### src/rtl/pe_load_sequencer.sv
// Load -> compute -> drain sequencer for a single PE: streams kernel and activation
// tile from the GLB into the PE, then runs one compute per output row and drains psums.
module pe_load_sequencer #(
    parameter int DATA_BITWIDTH     = 16,
    parameter int GLB_ADDR_BITWIDTH = 10,
    parameter int KERNEL_SIZE       = 3,
    parameter int ACT_SIZE          = 5,
    parameter int W_BASE            = 0,
    parameter int A_BASE            = 16
) (
    input  logic                         clk,
    input  logic                         reset,
    input  logic                         cmd_valid,
    output logic                         cmd_ready,
    output logic                         glb_rd_en,
    output logic [GLB_ADDR_BITWIDTH-1:0] glb_rd_addr,
    input  logic [DATA_BITWIDTH-1:0]     glb_rd_data,
    output logic [DATA_BITWIDTH-1:0]     filt_out,
    output logic [DATA_BITWIDTH-1:0]     act_out,
    output logic                         load_en_wght,
    output logic                         load_en_act,
    output logic                         pe_start,
    input  logic                         pe_load_done,
    input  logic                         pe_compute_done,
    input  logic [DATA_BITWIDTH-1:0]     pe_out,
    output logic                         res_valid,
    input  logic                         res_ready,
    output logic [DATA_BITWIDTH-1:0]     res_data,
    output logic [2:0]                   res_idx,
    output logic                         busy,
    output logic                         done
);
    localparam int W_COUNT   = KERNEL_SIZE * KERNEL_SIZE;
    localparam int A_COUNT   = ACT_SIZE * ACT_SIZE;
    localparam int NUM_ROWS  = ACT_SIZE - KERNEL_SIZE + 1;
    localparam int MAX_COUNT = (A_COUNT > W_COUNT) ? A_COUNT : W_COUNT;
    localparam int CNT_BITS  = (MAX_COUNT > 1) ? $clog2(MAX_COUNT) : 1;
    localparam logic [CNT_BITS-1:0] W_LAST   = CNT_BITS'(W_COUNT - 1);
    localparam logic [CNT_BITS-1:0] A_LAST   = CNT_BITS'(A_COUNT - 1);
    localparam logic [2:0]          ROW_LAST = 3'(NUM_ROWS - 1);

    typedef enum logic [2:0] {
        S_IDLE, S_W_FETCH, S_W_WAIT, S_A_FETCH, S_A_WAIT, S_RUN, S_CWAIT, S_DRAIN
    } state_t;

    state_t                   state_q, state_d;
    logic [CNT_BITS-1:0]      cnt_q, cnt_d;
    logic [2:0]               row_q, row_d;
    logic                     load_done_q, compute_done_q;
    logic                     rd_vld_q, rd_first_q, rd_act_q;
    logic                     rd_first_d, rd_act_d;
    logic [DATA_BITWIDTH-1:0] filt_q, filt_d, act_q, act_d;
    logic                     load_en_wght_q, load_en_wght_d, load_en_act_q, load_en_act_d;
    logic                     pe_start_q, pe_start_d;
    logic                     res_valid_q, res_valid_d;
    logic [DATA_BITWIDTH-1:0] res_data_q, res_data_d;
    logic [2:0]               res_idx_q, res_idx_d;
    logic                     done_q, done_d;
    logic                     load_rise, compute_rise;

    // Only a 0->1 transition of the PE status levels advances the sequence.
    assign load_rise    = pe_load_done & ~load_done_q;
    assign compute_rise = pe_compute_done & ~compute_done_q;

    always_comb begin
        state_d     = state_q;
        cnt_d       = cnt_q;
        row_d       = row_q;
        glb_rd_en   = 1'b0;
        glb_rd_addr = '0;
        rd_first_d  = 1'b0;
        rd_act_d    = 1'b0;
        pe_start_d  = 1'b0;
        res_valid_d = res_valid_q;
        res_data_d  = res_data_q;
        res_idx_d   = res_idx_q;
        done_d      = 1'b0;

        case (state_q)
            S_IDLE: begin
                if (cmd_valid) begin
                    state_d = S_W_FETCH;
                    cnt_d   = '0;
                end
            end
            S_W_FETCH: begin
                glb_rd_en   = 1'b1;
                glb_rd_addr = GLB_ADDR_BITWIDTH'(W_BASE) + GLB_ADDR_BITWIDTH'(cnt_q);
                rd_first_d  = (cnt_q == '0);
                if (cnt_q == W_LAST) begin
                    state_d = S_W_WAIT;
                    cnt_d   = '0;
                end else begin
                    cnt_d = cnt_q + 1'b1;
                end
            end
            S_W_WAIT: begin
                if (load_rise) begin
                    state_d = S_A_FETCH;
                    cnt_d   = '0;
                end
            end
            S_A_FETCH: begin
                glb_rd_en   = 1'b1;
                glb_rd_addr = GLB_ADDR_BITWIDTH'(A_BASE) + GLB_ADDR_BITWIDTH'(cnt_q);
                rd_first_d  = (cnt_q == '0);
                rd_act_d    = 1'b1;
                if (cnt_q == A_LAST) begin
                    state_d = S_A_WAIT;
                    cnt_d   = '0;
                end else begin
                    cnt_d = cnt_q + 1'b1;
                end
            end
            S_A_WAIT: begin
                if (load_rise) begin
                    row_d   = '0;
                    state_d = S_RUN;
                end
            end
            S_RUN: begin
                pe_start_d = 1'b1;
                state_d    = S_CWAIT;
            end
            S_CWAIT: begin
                if (compute_rise) begin
                    res_data_d  = pe_out;
                    res_idx_d   = row_q;
                    res_valid_d = 1'b1;
                    state_d     = S_DRAIN;
                end
            end
            S_DRAIN: begin
                if (res_ready) begin
                    res_valid_d = 1'b0;
                    if (row_q == ROW_LAST) begin
                        done_d  = 1'b1;
                        state_d = S_IDLE;
                    end else begin
                        row_d   = row_q + 3'd1;
                        state_d = S_RUN;
                    end
                end
            end
            default: state_d = S_IDLE;
        endcase
    end

    // Read return path: data is on glb_rd_data the cycle after the request and is
    // registered onto the PE bus one cycle later, together with the first-element pulse.
    always_comb begin
        filt_d         = filt_q;
        act_d          = act_q;
        load_en_wght_d = rd_vld_q & rd_first_q & ~rd_act_q;
        load_en_act_d  = rd_vld_q & rd_first_q & rd_act_q;
        if (rd_vld_q) begin
            if (rd_act_q) begin
                act_d = glb_rd_data;
            end else begin
                filt_d = glb_rd_data;
            end
        end
    end

    always_ff @(posedge clk) begin
        if (reset) begin
            state_q        <= S_IDLE;
            cnt_q          <= '0;
            row_q          <= '0;
            load_done_q    <= 1'b0;
            compute_done_q <= 1'b0;
            rd_vld_q       <= 1'b0;
            rd_first_q     <= 1'b0;
            rd_act_q       <= 1'b0;
            filt_q         <= '0;
            act_q          <= '0;
            load_en_wght_q <= 1'b0;
            load_en_act_q  <= 1'b0;
            pe_start_q     <= 1'b0;
            res_valid_q    <= 1'b0;
            res_data_q     <= '0;
            res_idx_q      <= '0;
            done_q         <= 1'b0;
        end else begin
            state_q        <= state_d;
            cnt_q          <= cnt_d;
            row_q          <= row_d;
            load_done_q    <= pe_load_done;
            compute_done_q <= pe_compute_done;
            rd_vld_q       <= glb_rd_en;
            rd_first_q     <= rd_first_d;
            rd_act_q       <= rd_act_d;
            filt_q         <= filt_d;
            act_q          <= act_d;
            load_en_wght_q <= load_en_wght_d;
            load_en_act_q  <= load_en_act_d;
            pe_start_q     <= pe_start_d;
            res_valid_q    <= res_valid_d;
            res_data_q     <= res_data_d;
            res_idx_q      <= res_idx_d;
            done_q         <= done_d;
        end
    end

    assign cmd_ready    = (state_q == S_IDLE);
    assign busy         = (state_q != S_IDLE);
    assign filt_out     = filt_q;
    assign act_out      = act_q;
    assign load_en_wght = load_en_wght_q;
    assign load_en_act  = load_en_act_q;
    assign pe_start     = pe_start_q;
    assign res_valid    = res_valid_q;
    assign res_data     = res_data_q;
    assign res_idx      = res_idx_q;
    assign done         = done_q;

endmodule

### config.mk
export PLATFORM = sky130hd
export DESIGN_NAME = pe_load_sequencer
export DESIGN_NICKNAME = d
export VERILOG_FILES = /design/src/rtl/pe_load_sequencer.sv
export SDC_FILE = /design/constraint.sdc
export NUM_CORES = 1
export LEC_CHECK = 0
export ABC_AREA = 1
export BUFFER_PORTS_ARGS = -buffer_cell sky130_fd_sc_hd__buf_2
export CAP_MARGIN = 20
export CORE_MARGIN = 2
export CORE_UTILIZATION = 49
export CTS_CLUSTER_SIZE = 20
export DETAILED_ROUTE_END_ITERATION = 6
export PLACE_DENSITY = 0.79
export SLEW_MARGIN = 20
export SYNTH_ARGS = -nofsm -noshare
export SYNTH_HDL_FRONTEND = slang
export SYNTH_SLANG_ARGS = --single-unit
### constraint.sdc
create_clock -name clk -period 1.7 [get_ports clk]
set_input_delay 0.17 -clock clk [delete_from_list [all_inputs] [get_ports clk]]
set_output_delay 0.17 -clock clk [all_outputs]
set_load 0.02 [all_outputs]
Word level (Yosys, flattened, before mapping)
Cells that the tools add are included.
{"block": "word_totals", "out_inout_bits": 69, "word_cells": 91, "register_bits": 72, "input_bits": 38}
{"block": "classes", "bitwise_logic": 11, "mux": 26, "add_sub_neg": 3, "n_eq_ne": 18, "reduce_logical": 16}
{"operator": "3-bit 2-to-1 mux", "n": 11}
{"operator": "3-bit case mux with 8 select lines", "n": 1}
{"operator": "5-bit 2-to-1 mux", "n": 4}
{"operator": "5-bit case mux with 4 select lines", "n": 1}
{"operator": "2-bit inequality test (second input constant)", "n": 8}
{"operator": "3-bit equality test (second input constant)", "n": 4}
{"operator": "6-bit case mux with 2 select lines", "n": 1}
{"operator": "3-bit by 2-bit equality test with 1-bit output (second input constant)", "n": 3}
{"operator": "7-bit AND reduction", "n": 1}
{"operator": "5-bit by 5-bit adder with 6-bit output (first input constant)", "n": 1}
{"operator": "1-bit 2-to-1 mux", "n": 6}
{"operator": "1-bit NOT", "n": 6}
{"operator": "3-bit case mux with 2 select lines", "n": 1}
{"operator": "2-bit AND reduction", "n": 3}
{"operator": "3-bit AND reduction", "n": 2}
{"operator": "5-bit by 1-bit adder with 5-bit output (second input constant)", "n": 1}
{"operator": "1-bit AND", "n": 5}
{"operator": "5-bit by 4-bit equality test with 1-bit output (second input constant)", "n": 1}
{"operator": "5-bit equality test (second input constant)", "n": 1}
{"operator": "5-bit zero test", "n": 1}
{"operator": "4-bit AND reduction", "n": 1}
{"operator": "2-bit nonzero test", "n": 2}
{"operator": "4-bit nonzero test", "n": 1}
{"operator": "2-bit OR reduction", "n": 2}
{"operator": "6 further kinds", "n": 6}

Logic depth before layout (Yosys ltp)
{"block": "depth", "word_depth": 4, "depth_mapped": 9, "ltp_nobuf": 9}

Least setup slack after synthesis
OpenSTA, ideal clock, no wires.
{"block": "synth_path", "path_type": "register to output", "startpoint": "register state_q[0]", "endpoint": "output port glb_rd_addr[0]", "arrival_time_ns": 1.209, "slack_ns": 0.321, "path_buffers": 1, "required_ns": 1.530, "path_stages_with_launch": 6, "path_cell_list": "dfxtp_1 > buf_6 > inv_6 > nor2_2 > inv_1 > nor2_1"}
{"block": "synth_between", "elab_chain_cells": 2, "elab_cells_between_ends": 3, "classes_between": "2 x eq/ne; 1 x mux"}
{"element": "from (decl)", "line": "46", "source": "state_t state_q, state_d;"}
{"element": "from (signal assigned)", "line": "185", "source": "state_q <= state_d;"}
{"element": "3-bit by 2-bit equality test with 1-bit output or 3-bit by 1-bit equality test with 1-bit output (tied branches)", "line": "79", "source": "case (state_q)"}
{"element": "6-bit case mux with 2 select lines (*)", "line": "79"}
{"element": "to (decl)", "line": "16", "source": "output logic [GLB_ADDR_BITWIDTH-1:0] glb_rd_addr,"}
Mark *: on every way between the ends. The rest lies on a longest branch, timed or not.

Worst setup path after layout
{"block": "layout_path", "startpoint": "register state_q[2]", "endpoint": "output port glb_rd_addr[5]"}
Same word-level chain as after synthesis.

==> impl_summary.log <==
INFO  metric slew_headroom = 66.27%
INFO  metric start_util = 50.15%
INFO  metric vias_in_the_first_global_route = 2375
INFO  metric crit_start = state_q[2]$_SDFFE_PP0P_
INFO  metric post_drt_via_cell_ratio = between 4 and 5
INFO  metric max_cap_viol_count = 0
INFO  metric worst-r2r-setup-slack = about 270 ps
INFO  metric path_class = reg -> out
INFO  metric yosysTopAreaCell = dfxtp_1
INFO  metric synth_simple_gate_area_share = 28.53%
INFO  metric clock_skew = 11.15 ps
INFO  metric final_core_utilization = 63.20%
INFO  metric worst_r2r_startpoint = row_q[0]$_SDFFE_PP0P_
INFO  metric grt_start_max_net_pins = between 40 and 50
INFO  metric antenna_left = 0
INFO  metric power = 4.528 mW
INFO  metric final_design_area_no_fill = roughly 3700 um2
INFO  metric post-route-drc-count = 0
INFO  metric placement.cell_area = ~3500 um2
INFO  metric firstDrtPassIters = 4
INFO  metric netlist-cell-type-count = 29
INFO  metric antennaDiodeCount = 0
INFO  metric grt_usage = 19.47%
INFO  metric r2r-end = row_q[2]$_SDFFE_PP0P_
INFO  metric pwr_density_cell = around 1200 nW/um2
INFO  metric post_synthesis_compound_gate_area_fraction = 11.32%
INFO  metric vias = 2725
INFO  metric grt_setup_unrepaired = false
INFO  metric critical_path_arrival = 1420 ps
INFO  metric synth_top_family_by_area = simple AND/OR/NAND/NOR gates
INFO  metric start_kind = flop
INFO  metric commonest_non_fill_non_tap_cell_in_the_layout = nor2_1
INFO  metric setup_total_negative_slack = 0 ps
INFO  metric fin_crit_sh = slightly above 90%
INFO  metric yosys.area_share.xor_xnor = less than 1%
INFO  metric floorplan.core_area = just under 6000 um2
INFO  metric outcome = finished clean
INFO  metric muxShareOfSynthArea = 0%
INFO  metric cts_inserted_buffers = 9
INFO  metric hold_path_origin = pe_load_done
INFO  metric cts_tree = done
INFO  metric synthesis.yosys.warnings = 0
INFO  metric num_rows = 28
INFO  metric hold_ws = between 50 and 60 ps
INFO  metric route.detailed.wl_per_inst = 11.61 um
INFO  metric maxClockFrequency = 630.7 MHz
INFO  metric leakagePower = 1.840 nW
INFO  metric share_of_the_yosys_chip_area_belonging_to_registers = 48.83%
INFO  metric final-max-slew-violation-count = 0
INFO  metric post-synth-top-area-fraction = between 40% and 50%
INFO  metric ff2ff_path_depth = 9
INFO  metric hold_path.class = in -> reg
INFO  metric grt_antenna_before_repair = 0
INFO  metric mostFrequentLayoutCells = nor2_1, buf_2, dfxtp_1
INFO  metric syn_avg_cell_area = 7.568 um2
INFO  metric insertion_delay = 330 ps
INFO  metric worst_path_required_time = 1530 ps
INFO  metric cts_hold_buf = 0
INFO  metric timing.final.hold_violations = 0
INFO  metric worstSetupEndpointType = primary output
INFO  metric layout_min_cycle_time = 1586 ps
INFO  metric final_net_count = ~530
INFO  metric overflow = 0
INFO  metric portBuffers = ~100
INFO  metric wirelength = 6.639 mm
INFO  metric die-height = just over 80 um
INFO  metric cts_max_path_buffers = 2
INFO  metric number_of_sinks_driven_by_the_clock_tree = 72
INFO  metric worstPathMaxFanout = 9
INFO  metric mappedNetlistArea = 2952 um2
INFO  metric worstHoldPathCells = 3
INFO  metric timing.final.setup_violations = 0
INFO  metric synth_cells = 390
INFO  metric finalWeightedCongestion = 0.9037
INFO  metric grt_pass1_wl = 10.07 mm
INFO  metric clockRootBuffer = clkbuf_8
INFO  metric fillers = 540
INFO  metric clock_h_tree_levels = 3
INFO  metric timing.hold.worst_endpoint = load_done_q$_SDFF_PP0_
INFO  metric max_slew.worst_pin.slew = 505.3 ps
INFO  metric layout-drive-gt1-share = a little under a third
INFO  metric ir_drop_worst_case_vdd = approximately 0.79 mV
INFO  metric yosys.area_share.adder = 1.696%
INFO  metric drtIter0Drc = 165
INFO  metric clk_transition_reported_paths = around 80 ps
INFO  metric fp.dieArea = 6660 um2
INFO  metric synth_top_cells_by_area = dfxtp_1, nor2_1, o21ai_0
INFO  metric post_cts.repair.setup_buffers = 0
INFO  metric boundaryPins = 107
INFO  metric floorplan.die.width = 81.61 um
INFO  metric area_delta_synth_final = 26.03%
INFO  metric dpl.hpwl = 4.816 mm
INFO  metric postSynthRegisterBits = 72
==> report_power, final <==
part / total, mW / internal [mW] / leakage, nW / switching [mW]
clock: 1.47 / 0.829 / 0.110 / 0.641
combinational: 1.08 / 0.364 / 1.15 / 0.720
sequential: 1.97 / 1.84 / 0.585 / 0.136
==> cell type report <==
type	count	area (um2)	share of cell area [%]
flip-flops and latches	72	1448	38.92
multi-input cells	266	1264	33.97
repair buffers	109	563.0	15.14
inverters	34	132.6	3.565
clock buffers	9	123.9	3.330
clock inverters	7	95.09	2.556
well taps	75	93.84	2.523
==> timing repair <==
action / CTS / global route
setup endpoints to repair: 6 / 4
pin swaps: 0 / 0
gates cloned: 0 / 0
resized for setup: 3 / 3
==> metrics by stage <==
step                      std cells  setup WS [ps]
after floorplan                 393          320.5
after global placement          556          254.9
after detailed placement        556          154.1
after CTS                       572          45.02
after global routing            572          60.78
final                           572          114.4
==> worst max-delay path, cell delays in order, from the launching register on <==
cell and delay (ps):
dfxtp_2 390, buf_4 170, nor2_2 130, inv_1 100, nor2_1 120, buf_2 180
==> flip-flops by register name (all words and copies together) (netlist names) <==
name / flops
res_idx: 3
done: 1
rd_vld_q: 1
load_en_act: 1
row_q: 3
cnt_q: 5
state_q: 3
res_data: 16
rd_act_q: 1
rd_first_q: 1
filt_out: 16
load_en_wght: 1
res_valid: 1
act_out: 16
load_done_q: 1
pe_start: 1
compute_done_q: 1
==> per-layer routing <==
layer  part of all wire, %  track usage, %  vias up
met4                   1.1           10.17        0
met3                   6.4           4.286        6
met2                    46           33.11       78
li1                      -               -     1424
met5                     0               0        -
met1                    47           22.96     1217
==> worst max-delay path by stage <==
stage                              endpoint  slack, ps  depth (start not counted)
finish                       glb_rd_addr[5]        110                          5
global route                 glb_rd_addr[5]         60                          5
CTS                          glb_rd_addr[2]         50                          5
global placement      cnt_q[0]$_SDFFE_PP0P_        250                          7
detailed placement  res_idx[0]$_SDFFE_PP0P_        150                          6
floorplan                    glb_rd_addr[0]        320                          5
==> synthesized netlist by cell type, drive strengths merged <==
library cell and instances:
a21oi 9, buf 10, clkbuf 11, clkinv 1, conb 1, dfxtp 72, ha 4, inv 33
nand2 39, nand3 16, nand4 4, nor2 124, nor3 5, nor4 2, o21ai 57, xor2 2
==> cells by family after synthesis <==
group	count (synthesis)
simple gates	190
flops	72
compound gates	66
buf+inv	55
fa+ha+maj	4
xor+xnor	2
other cells	1
(Power assumes the default switching activity.)
